==> src/rtl/mem_access_scheduler_if.sv <==
// Memory-side command/response channel between the core scheduler
// and the DDR3 app-side state machine.
interface mem_access_scheduler_if #(
   parameter int ADDR_WIDTH = 28,
   parameter int DATA_WIDTH = 32
);
   logic                  mem_calib_done;
   logic                  mem_cmd_valid;
   logic                  mem_cmd_ready;
   logic                  mem_cmd_wr;
   logic [ADDR_WIDTH-1:0] mem_cmd_addr;
   logic [DATA_WIDTH-1:0] mem_cmd_wdata;
   logic                  mem_rsp_valid;
   logic [DATA_WIDTH-1:0] mem_rsp_rdata;

   modport master (
      input  mem_calib_done,
      output mem_cmd_valid,
      input  mem_cmd_ready,
      output mem_cmd_wr,
      output mem_cmd_addr,
      output mem_cmd_wdata,
      input  mem_rsp_valid,
      input  mem_rsp_rdata
   );

   modport slave (
      output mem_calib_done,
      input  mem_cmd_valid,
      output mem_cmd_ready,
      input  mem_cmd_wr,
      input  mem_cmd_addr,
      input  mem_cmd_wdata,
      output mem_rsp_valid,
      output mem_rsp_rdata
   );
endinterface

==> src/rtl/mem_access_scheduler.sv <==
// Round-robin arbiter sharing one external-memory command path among
// NUM_CORES cores; one transaction in flight, with a response watchdog.
module mem_access_scheduler #(
   parameter int NUM_CORES      = 4,
   parameter int ADDR_WIDTH     = 28,
   parameter int DATA_WIDTH     = 32,
   parameter int TIMEOUT_CYCLES = 255
) (
   input  logic                             clk,
   input  logic                             reset,
   input  logic [NUM_CORES-1:0]             core_req,
   input  logic [NUM_CORES-1:0]             core_wren,
   input  logic [NUM_CORES*ADDR_WIDTH-1:0]  core_addr,
   input  logic [NUM_CORES*DATA_WIDTH-1:0]  core_wdata,
   output logic [NUM_CORES-1:0]             core_grant,
   output logic [NUM_CORES-1:0]             core_ack,
   output logic [DATA_WIDTH-1:0]            core_rdata,
   output logic                             core_err,
   mem_access_scheduler_if.master           mem
);

   localparam int PW = (NUM_CORES > 1) ? $clog2(NUM_CORES) : 1;
   localparam logic [PW-1:0] LAST = PW'(NUM_CORES - 1);
   localparam logic [15:0]   TO_LIM = 16'(TIMEOUT_CYCLES);
   localparam logic [NUM_CORES-1:0] ONE = {{(NUM_CORES-1){1'b0}}, 1'b1};

   typedef enum logic [2:0] {
      S_INIT,
      S_ARB,
      S_ISSUE,
      S_WAIT,
      S_DONE
   } state_t;

   state_t                  state_q, state_d;
   logic [PW-1:0]           rr_q, rr_d;
   logic [NUM_CORES-1:0]    grant_q, grant_d;
   logic [NUM_CORES-1:0]    ack_q, ack_d;
   logic                    err_q, err_d;
   logic [DATA_WIDTH-1:0]   rdata_q, rdata_d;
   logic                    valid_q, valid_d;
   logic                    wr_q, wr_d;
   logic [ADDR_WIDTH-1:0]   addr_q, addr_d;
   logic [DATA_WIDTH-1:0]   wdata_q, wdata_d;
   logic [15:0]             cnt_q, cnt_d;
   logic [15:0]             cnt_inc;

   logic                    win_found;
   logic [PW-1:0]           win_idx;

   // Scan upward from the core after the last winner, wrapping around.
   always_comb begin
      int s;
      win_found = 1'b0;
      win_idx   = '0;
      for (int k = 1; k <= NUM_CORES; k++) begin
         s = int'(rr_q) + k;
         if (s >= NUM_CORES) s = s - NUM_CORES;
         if (!win_found && core_req[PW'(s)]) begin
            win_found = 1'b1;
            win_idx   = PW'(s);
         end
      end
   end

   assign cnt_inc = cnt_q + 16'd1;

   always_comb begin
      state_d = state_q;
      rr_d    = rr_q;
      grant_d = grant_q;
      ack_d   = '0;
      err_d   = 1'b0;
      rdata_d = rdata_q;
      valid_d = valid_q;
      wr_d    = wr_q;
      addr_d  = addr_q;
      wdata_d = wdata_q;
      cnt_d   = cnt_q;
      unique case (state_q)
         S_INIT: begin
            if (mem.mem_calib_done) state_d = S_ARB;
         end
         S_ARB: begin
            if (win_found) begin
               grant_d = ONE << win_idx;
               wr_d    = core_wren[win_idx];
               addr_d  = core_addr[win_idx*ADDR_WIDTH +: ADDR_WIDTH];
               wdata_d = core_wdata[win_idx*DATA_WIDTH +: DATA_WIDTH];
               valid_d = 1'b1;
               rr_d    = win_idx;
               state_d = S_ISSUE;
            end
         end
         S_ISSUE: begin
            if (valid_q && mem.mem_cmd_ready) begin
               valid_d = 1'b0;
               cnt_d   = '0;
               state_d = S_WAIT;
            end
         end
         S_WAIT: begin
            // A response in the timeout cycle still completes normally.
            if (mem.mem_rsp_valid) begin
               ack_d   = grant_q;
               if (!wr_q) rdata_d = mem.mem_rsp_rdata;
               state_d = S_DONE;
            end else if (cnt_inc == TO_LIM) begin
               ack_d   = grant_q;
               err_d   = 1'b1;
               rdata_d = '0;
               state_d = S_DONE;
            end else begin
               cnt_d = cnt_inc;
            end
         end
         S_DONE: begin
            grant_d = '0;
            state_d = S_ARB;
         end
         default: state_d = S_INIT;
      endcase
   end

   always_ff @(posedge clk) begin
      if (!reset) begin
         state_q <= S_INIT;
         rr_q    <= LAST;
         grant_q <= '0;
         ack_q   <= '0;
         err_q   <= 1'b0;
         rdata_q <= '0;
         valid_q <= 1'b0;
         wr_q    <= 1'b0;
         addr_q  <= '0;
         wdata_q <= '0;
         cnt_q   <= '0;
      end else begin
         state_q <= state_d;
         rr_q    <= rr_d;
         grant_q <= grant_d;
         ack_q   <= ack_d;
         err_q   <= err_d;
         rdata_q <= rdata_d;
         valid_q <= valid_d;
         wr_q    <= wr_d;
         addr_q  <= addr_d;
         wdata_q <= wdata_d;
         cnt_q   <= cnt_d;
      end
   end

   assign core_grant        = grant_q;
   assign core_ack          = ack_q;
   assign core_err          = err_q;
   assign core_rdata        = rdata_q;
   assign mem.mem_cmd_valid = valid_q;
   assign mem.mem_cmd_wr    = wr_q;
   assign mem.mem_cmd_addr  = addr_q;
   assign mem.mem_cmd_wdata = wdata_q;

endmodule

==> src/flat_wrapper.sv <==
// flat-port wrapper written by rule: the top's interface ports become plain ports
module mem_access_scheduler_flat 
#(
   parameter int NUM_CORES      = 4,
   parameter int ADDR_WIDTH     = 28,
   parameter int DATA_WIDTH     = 32,
   parameter int TIMEOUT_CYCLES = 255
)
  (clk, reset, core_req, core_wren, core_addr, core_wdata, core_grant, core_ack, core_rdata, core_err, mem_mem_calib_done, mem_mem_cmd_valid, mem_mem_cmd_ready, mem_mem_cmd_wr, mem_mem_cmd_addr, mem_mem_cmd_wdata, mem_mem_rsp_valid, mem_mem_rsp_rdata);
  mem_access_scheduler_if #(.ADDR_WIDTH(ADDR_WIDTH), .DATA_WIDTH(DATA_WIDTH)) mem_i ();
  input  logic clk;
  input  logic reset;
  input  logic [NUM_CORES-1:0] core_req;
  input  logic [NUM_CORES-1:0] core_wren;
  input  logic [NUM_CORES*ADDR_WIDTH-1:0] core_addr;
  input  logic [NUM_CORES*DATA_WIDTH-1:0] core_wdata;
  output logic [NUM_CORES-1:0] core_grant;
  output logic [NUM_CORES-1:0] core_ack;
  output logic [DATA_WIDTH-1:0] core_rdata;
  output logic core_err;
  input wire logic [$bits(mem_i.mem_calib_done)-1:0] mem_mem_calib_done;
  output wire logic [$bits(mem_i.mem_cmd_valid)-1:0] mem_mem_cmd_valid;
  input wire logic [$bits(mem_i.mem_cmd_ready)-1:0] mem_mem_cmd_ready;
  output wire logic [$bits(mem_i.mem_cmd_wr)-1:0] mem_mem_cmd_wr;
  output wire logic [$bits(mem_i.mem_cmd_addr)-1:0] mem_mem_cmd_addr;
  output wire logic [$bits(mem_i.mem_cmd_wdata)-1:0] mem_mem_cmd_wdata;
  input wire logic [$bits(mem_i.mem_rsp_valid)-1:0] mem_mem_rsp_valid;
  input wire logic [$bits(mem_i.mem_rsp_rdata)-1:0] mem_mem_rsp_rdata;
  assign mem_i.mem_calib_done = mem_mem_calib_done;
  assign mem_mem_cmd_valid = mem_i.mem_cmd_valid;
  assign mem_i.mem_cmd_ready = mem_mem_cmd_ready;
  assign mem_mem_cmd_wr = mem_i.mem_cmd_wr;
  assign mem_mem_cmd_addr = mem_i.mem_cmd_addr;
  assign mem_mem_cmd_wdata = mem_i.mem_cmd_wdata;
  assign mem_i.mem_rsp_valid = mem_mem_rsp_valid;
  assign mem_i.mem_rsp_rdata = mem_mem_rsp_rdata;
  mem_access_scheduler #(.NUM_CORES(NUM_CORES), .ADDR_WIDTH(ADDR_WIDTH), .DATA_WIDTH(DATA_WIDTH), .TIMEOUT_CYCLES(TIMEOUT_CYCLES)) u_core (.clk(clk), .reset(reset), .core_req(core_req), .core_wren(core_wren), .core_addr(core_addr), .core_wdata(core_wdata), .core_grant(core_grant), .core_ack(core_ack), .core_rdata(core_rdata), .core_err(core_err), .mem(mem_i));
endmodule
==> config.mk <==
export PLATFORM = sky130hd
export DESIGN_NAME = mem_access_scheduler_flat
export DESIGN_NICKNAME = d
export VERILOG_FILES = /design/src/rtl/mem_access_scheduler_if.sv /design/src/rtl/mem_access_scheduler.sv /design/src/flat_wrapper.sv
export SDC_FILE = /design/constraint.sdc
export NUM_CORES = 1
export LEC_CHECK = 0
export CAP_MARGIN = 20
export CORE_AREA = 2 2 151 153
export CTS_CLUSTER_DIAMETER = 150
export DETAILED_ROUTE_END_ITERATION = 6
export DIE_AREA = 0 0 153 155
export GPL_TIMING_DRIVEN = 0
export PLACE_DENSITY = 0.67
export SLEW_MARGIN = 40
export SYNTH_ARGS = -nofsm -noshare
export SYNTH_HDL_FRONTEND = slang
export SYNTH_SLANG_ARGS = --single-unit
==> constraint.sdc <==
create_clock -name clk -period 3 [get_ports clk]
set_input_delay 0.6 -clock clk [delete_from_list [all_inputs] [get_ports clk]]
set_output_delay 0.6 -clock clk [all_outputs]
set_load 0.05 [all_outputs]
# == Yosys cells after proc, flatten, opt, wreduce, memory -nomap -nowiden ==
# Index checks and enable logic that the tools add are counted.
# word_totals
inputBits,285
elab_cells,114
reg_bits,124
output_inout_bits,103
# op_classes
eq_ne,12
n_bitwise,2
n_shift,3
n_reduce_logical,20
mux,47
n_mul,1
addsub,9
n_lt_le_gt_ge,9
# op_table
op,count
128-bit by 8-bit variable part select with 32-bit output,1
112-bit by 8-bit variable part select with 28-bit output,1
32-bit 2-to-1 mux,3
16-bit 2-to-1 mux,3
16-bit case mux with 2 select lines,1
"16-bit by 1-bit adder with 16-bit output, second input constant",1
"16-bit by 8-bit == test with 1-bit output, second input constant",1
"2-bit by 4-bit < comparator with 1-bit output, second input constant",4
1-bit 2-to-1 mux,16
2-bit 2-to-1 mux,8
3-bit 2-to-1 mux,5
3-bit case mux with 5 select lines,1
4-bit 2-to-1 mux,3
1-bit binary-select mux with 2-bit select,5
"3-bit >= comparator, second input constant",3
"2-bit != test, second input constant",4
4-bit case mux with 2 select lines,1
4-bit AND reduction,2
2-bit nonzero test,4
"2-bit by 1-bit subtractor with 2-bit output, second input constant",4
"2-bit by 2-bit adder with 3-bit output, second input constant",2
"3-bit by 2-bit == test with 1-bit output, second input constant",2
2-bit AND reduction,3
3-bit AND reduction,2
16 further kinds,23

# == Logic depth before layout (Yosys ltp) ==
# logic_depth
depth_word,19
mapped_depth,10
depth_no_buf,8

# == Least setup slack after synthesis ==
# No wires, ideal clock.
# synth_timing
path_kind,register -> register
from,reg u_core.cnt_q[0]
to,reg u_core.rdata_q[0] (netlist: u_core.core_rdata[0])
setup_slack_ps,698
required_time_ps,2883
n_path_buf,2
setup_ps,117
stages_incl_launch_ff,11
t_arrival_ps,2186
period_less_slack_ps,2302
cell_sequence,dfxtp_1 -> ha_1 -> and4_1 -> buf_6 -> a311o_1 -> o31ai_4 -> o211ai_4 -> o31ai_4 -> a21oi_4 -> buf_6 -> a22o_1
# synth_between
elab_chain_cells,4
# synth_rtl
element,line,text
start: declaration,mem_access_scheduler.sv:45,"logic [15:0] cnt_q, cnt_d;"
start signal: assignment,mem_access_scheduler.sv:149,cnt_q <= cnt_d;
16-bit by 1-bit adder with 16-bit output,mem_access_scheduler.sv:66,assign cnt_inc = cnt_q + 16'd1;
16-bit by 8-bit == test with 1-bit output,mem_access_scheduler.sv:108,end else if (cnt_inc == TO_LIM) begin
2-bit nonzero test (no source line),--,
3-bit AND reduction (no source line),--,
end signal: assignment,mem_access_scheduler.sv:144,rdata_q <= rdata_d;
end: declaration,mem_access_scheduler.sv:40,"logic [DATA_WIDTH-1:0] rdata_q, rdata_d;"
# No other way between the ends.
# A chain may end at the register's enable or synchronous reset.

# == Worst setup path after layout ==
# layout_timing
from,in core_req[3]
to,reg u_core.addr_q[4] (netlist: u_core.mem.mem_cmd_addr[4])
# layout_between
elab_chain_cells,15
elab_cells_between_ends,29
cone_classes,1 x mul; 1 x shift; 20 x mux; 7 x reduce/logical
# layout_rtl
element,line,text
start: declaration,flat_wrapper.sv:13,input logic [NUM_CORES-1:0] core_req;
1-bit binary-select mux with 2-bit select,mem_access_scheduler.sv:59,if (!win_found && core_req[PW'(s)]) begin
1-bit 2-to-1 mux (not written as such) (2 in series),mem_access_scheduler.sv:59,
1-bit 2-to-1 mux,mem_access_scheduler.sv:59,
1-bit logical NOT,mem_access_scheduler.sv:59,
1-bit logical AND,mem_access_scheduler.sv:59,
1-bit 2-to-1 mux,mem_access_scheduler.sv:59,
1-bit logical NOT,mem_access_scheduler.sv:59,
1-bit logical AND,mem_access_scheduler.sv:59,
1-bit 2-to-1 mux,mem_access_scheduler.sv:59,
1-bit logical NOT,mem_access_scheduler.sv:59,
1-bit logical AND,mem_access_scheduler.sv:59,
2-bit 2-to-1 mux,mem_access_scheduler.sv:59,
2-bit by 3-bit multiplier with 5-bit output,mem_access_scheduler.sv:88,addr_d = core_addr[win_idx*ADDR_WIDTH +: ADDR_WIDTH];
112-bit by 8-bit variable part select with 28-bit output,mem_access_scheduler.sv:88,
end signal: assignment,mem_access_scheduler.sv:147,addr_q <= addr_d;
end: declaration,mem_access_scheduler.sv:43,"logic [ADDR_WIDTH-1:0] addr_q, addr_d;"
# Parallel ways exist; a longest one is shown, timed or not. The select of a mux whose other input is x is not followed.

==> impl_results.md <==
- Status: finished clean
- CTS clk-pin slew, worst paths: about 0.07 ns
- I/O Pins: 388
- Synth Instances: 975
- Area grow syn2layout: 71.9%
- Ys Warns: 0
- Bufs and invs on worst path: 2
- Routed wire length: between 20000 and 30000 um
- Initial antenna violation count: 0
- Tightest Pin Transition: 0.758 ns
- Routed Antenna Nets: 0
- Fill count: about 2200
- First-pass GRT wire length: 42800 um
- FMAX: approximately 0.35 GHz
- Post-synth top area share: 36.8%
- Critical Path RT: roughly 3.3 ns
- Final slew viol count: 0
- Sequential share of the synthesized area: 36.8%
- Cell taking the most area after synthesis: dfxtp_1
- Design Area, Final: between 10000 and 15000 um2
- CP max FO: 10
- Reg2reg setup slack: approximately 0.46 ns
- Vias in the first global route: 7944
- Number of synthesized flops with an enable pin: 0
- Normalized max-slew margin: between 40 and 50%
- DP Area: ~11000 um2
- Hold-critical path depth: 2
- Post-Syn Area: 6740 um2
- RR Endpoint: u_core.core_rdata[9]$_SDFFE_PN0P_
- Num rows: 55
- Worst min path class: flip-flop to flip-flop
- Cell total after placement: roughly 1600
- Setup WS pre-CTS: -0.637 ns
- Starting DRT DRC Count: 589
- H-tree Lvls: 4
- Slowest cell delay on critical path: around 0.60 ns
- Total CTS buffers: 17
- Setup bufs post-CTS: 0
- Vias: ~8300
- Dpl hpwl: about 23000 um
- Crit. End Element: flip-flop
- Ys flop type: dfxtp_1
- Final worst setup slack: approximately 0.13 ns
- Leakage power: around 0.0044 uW
- Clock Tree Buf Depth: 2
- DIE WIDTH: ~150 um
- Overall Global Routing Usage: 22.8%
- Final Setup Violations: 0
- FFs w/ async S/R, synth: 0%
- Final hold violations: 0
- Top cells by area, synth: dfxtp_1 (37%), nand2_1 (18%), nand3_1 (14%), a21oi_1 (5.8%), a22o_1 (3.9%)
- Final Skew: about 0.013 ns
- Yosys reg bits: around 120
- Levels on crit path: 8
- Worst path top cell family by delay: compound AO/OA/AOI/OAI gates
- Crit path launch: core_req[3]
- Pwr/cell area: about 560 nW/um2
- Slowest stage cell, crit path: o311a_1
- Crit Path Category: input port to flip-flop
- Wire per inst: between 15 and 20 um
- CTS tree: yes
- Synth unique cells: 61
- Placer Congestion: between 0.8 and 0.9
- CP Launch Type: input port
- Ant. Diodes: 0
- Worst Reg-to-Reg Cells: 10
- Largest net degree at the start of global routing: 17
- Number of remaining DRC errors: 0
- CTS sink cnt: approximately 120
- Final non-filler cell total: between 1500 and 2000
- Area of the core: approximately 22000 um2
- GR Overflow Total: 0
- Nets: between 1500 and 2000
- Crit path top cell by count: nand3_1
- IO buf count: between 300 and 400
- Die Ht: 155 um
- Synth Net Count: 1262
- Initial core utilization: a little under a third
- Worst EP arrival: 3.15 ns
- Pre-antenna DRT Iters: 7
- Origin of the critical flop-to-flop path: u_core.cnt_q[0]$_SDFFE_PN0P_
- Final core utilization: a little over half
- Clk_lat worst skew: 0.42 ns
- Period Utilization, post-route: approximately 96%
- Endpoint, Worst Hold: u_core.mem.mem_cmd_addr[27]$_SDFFE_PN0P_
- Peak supply drop: around 340 uV
- Mean Syn Cell Area: slightly below 7 um2
- Crit-path cells: clkdlybuf4s50_1 -> nor2b_1 -> o21ai_0 -> o311a_1 -> clkbuf_1 -> nand3_1 -> nand3_1 -> a21oi_1
- Hold Startpoint: u_core.mem.mem_cmd_addr[27]$_SDFFE_PN0P_
- RSZ-0062 raised after global routing: false
- MaxCap Viol Count: 0
- Die Area: 23700 um2
- Clock root buffer master: clkbuf_16
- Via/cell ratio: 4.96
- Share of layout cells above drive strength 1: around 5.6%
- Final Critical Period: roughly 2.9 ns
==> state kept, by name, indices dropped and copies added (netlist names) <==
name and count:
u_core.core_rdata 32, u_core.mem.mem_cmd_wdata 32, u_core.mem.mem_cmd_addr 28, u_core.cnt_q 16, u_core.core_ack 4, u_core.core_grant 4
u_core.state_q 3, u_core.rr_q 2, u_core.core_err 1, u_core.mem.mem_cmd_valid 1, u_core.mem.mem_cmd_wr 1
==> final cells by class <==
| class | instances | area, um2 | share of cell area (%) |
|---|---|---|---|
| plain buffers | 81 | 385 | 3.33 |
| clock buffers | 17 | 425 | 3.67 |
| clock inverters | 15 | 146 | 1.26 |
| inverters | 4 | 15.0 | 0.130 |
| multi-input cells | 764 | 3890 | 33.6 |
| flip-flops and latches | 124 | 2480 | 21.4 |
| well taps | 285 | 357 | 3.08 |
| repair buffers | 388 | 3880 | 33.5 |
==> how the worst max path moves through the flow <==
stage                                                      to  slack, ns
global placement           u_core.mem.mem_cmd_wr$_SDFFE_PN0P_      -0.83
global route        u_core.mem.mem_cmd_wdata[15]$_SDFFE_PN0P_       0.01
finish                u_core.mem.mem_cmd_addr[4]$_SDFFE_PN0P_       0.13
detailed placement  u_core.mem.mem_cmd_wdata[15]$_SDFFE_PN0P_      -0.64
CTS                 u_core.mem.mem_cmd_wdata[15]$_SDFFE_PN0P_       0.02
floorplan                   u_core.core_rdata[0]$_SDFFE_PN0P_       0.70
==> per-layer routing <==
metal  vias to the layer above  part of all wire, %  track usage [%]
met5                         -                    0                0
met4                         0                  2.5             7.19
met3                        42                  6.4             5.91
met2                       307                   50             41.3
met1                      3809                   41             26.5
li1                       4163                    -                -
==> where the power goes <==
group | total [uW] | internal, uW | switching [uW]
registers | 1910 | 1810 | 97.1
logic | 2560 | 963 | 1590
clock network | 1990 | 1100 | 883
==> synth_stat cells (all sizes together), types with 3 or more instances <==
cell / number
a211oi: 3
a21o: 3
a21oi: 79
a22o: 32
a22oi: 4
and2: 5
and4: 3
buf: 20
clkbuf: 63
dfxtp: 124
inv: 4
nand2: 327
nand2b: 4
nand3: 192
nand3b: 3
nand4: 7
nor2: 31
nor2b: 3
nor3: 7
o211ai: 4
o21ai: 13
o22ai: 5
o31ai: 3
or3: 3
or4: 3
xnor2: 5
==> layout by cell type (no fill, tap or decap), drive strengths merged, types with 3 or more instances in the layout <==
cell,instances
a211oi,3
a21o,3
a21oi,79
a22o,32
a22oi,4
and2,5
and4,3
buf,22
clkbuf,77
clkdlybuf4s50,387
clkinvlp,4
dfxtp,124
inv,14
nand2,327
nand2b,4
nand3,192
nand3b,3
nand4,7
nor2,31
nor2b,3
nor3,7
o211ai,4
o21ai,13
o22ai,5
o31ai,3
or3,3
or4,3
xnor2,5
==> repair_timing <==
action,CTS,global route
gates cloned,0,0
hold buffers,0,0
endpoints found under the setup margin,65,65
resized for setup,2,14
==> cell families after synthesis <==
logic type | Yosys count | share of synthesized area [%]
muxes | 1 | 0.149
and+or+nand+nor | 597 | 39.9
adders and majority gates | 2 | 0.371
AOI/OAI and AO/OA | 158 | 16.1
DFF | 124 | 36.8
buffers and inverters | 87 | 5.89
xor gates and xnor gates | 6 | 0.780
==> worst min-delay path, cell delays in order, from the launching register on <==
cell     delay, ns
dfxtp_1       0.31
nand2_1       0.05
a21oi_1       0.05
==> through the flow <==
stage | setup TNS (ns) | hold slack [ns] | total power (uW)
after floorplan | 0 | 0.469 | 3390
final | 0 | 0.452 | 6450
after detailed placement | -37.04 | 0.446 | 4490
after CTS | 0 | 0.454 | 6490
after global placement | -48.35 | 0.442 | 4470
after global routing | 0 | 0.470 | 6780
Note: power is estimated with default switching activity, not from simulation.
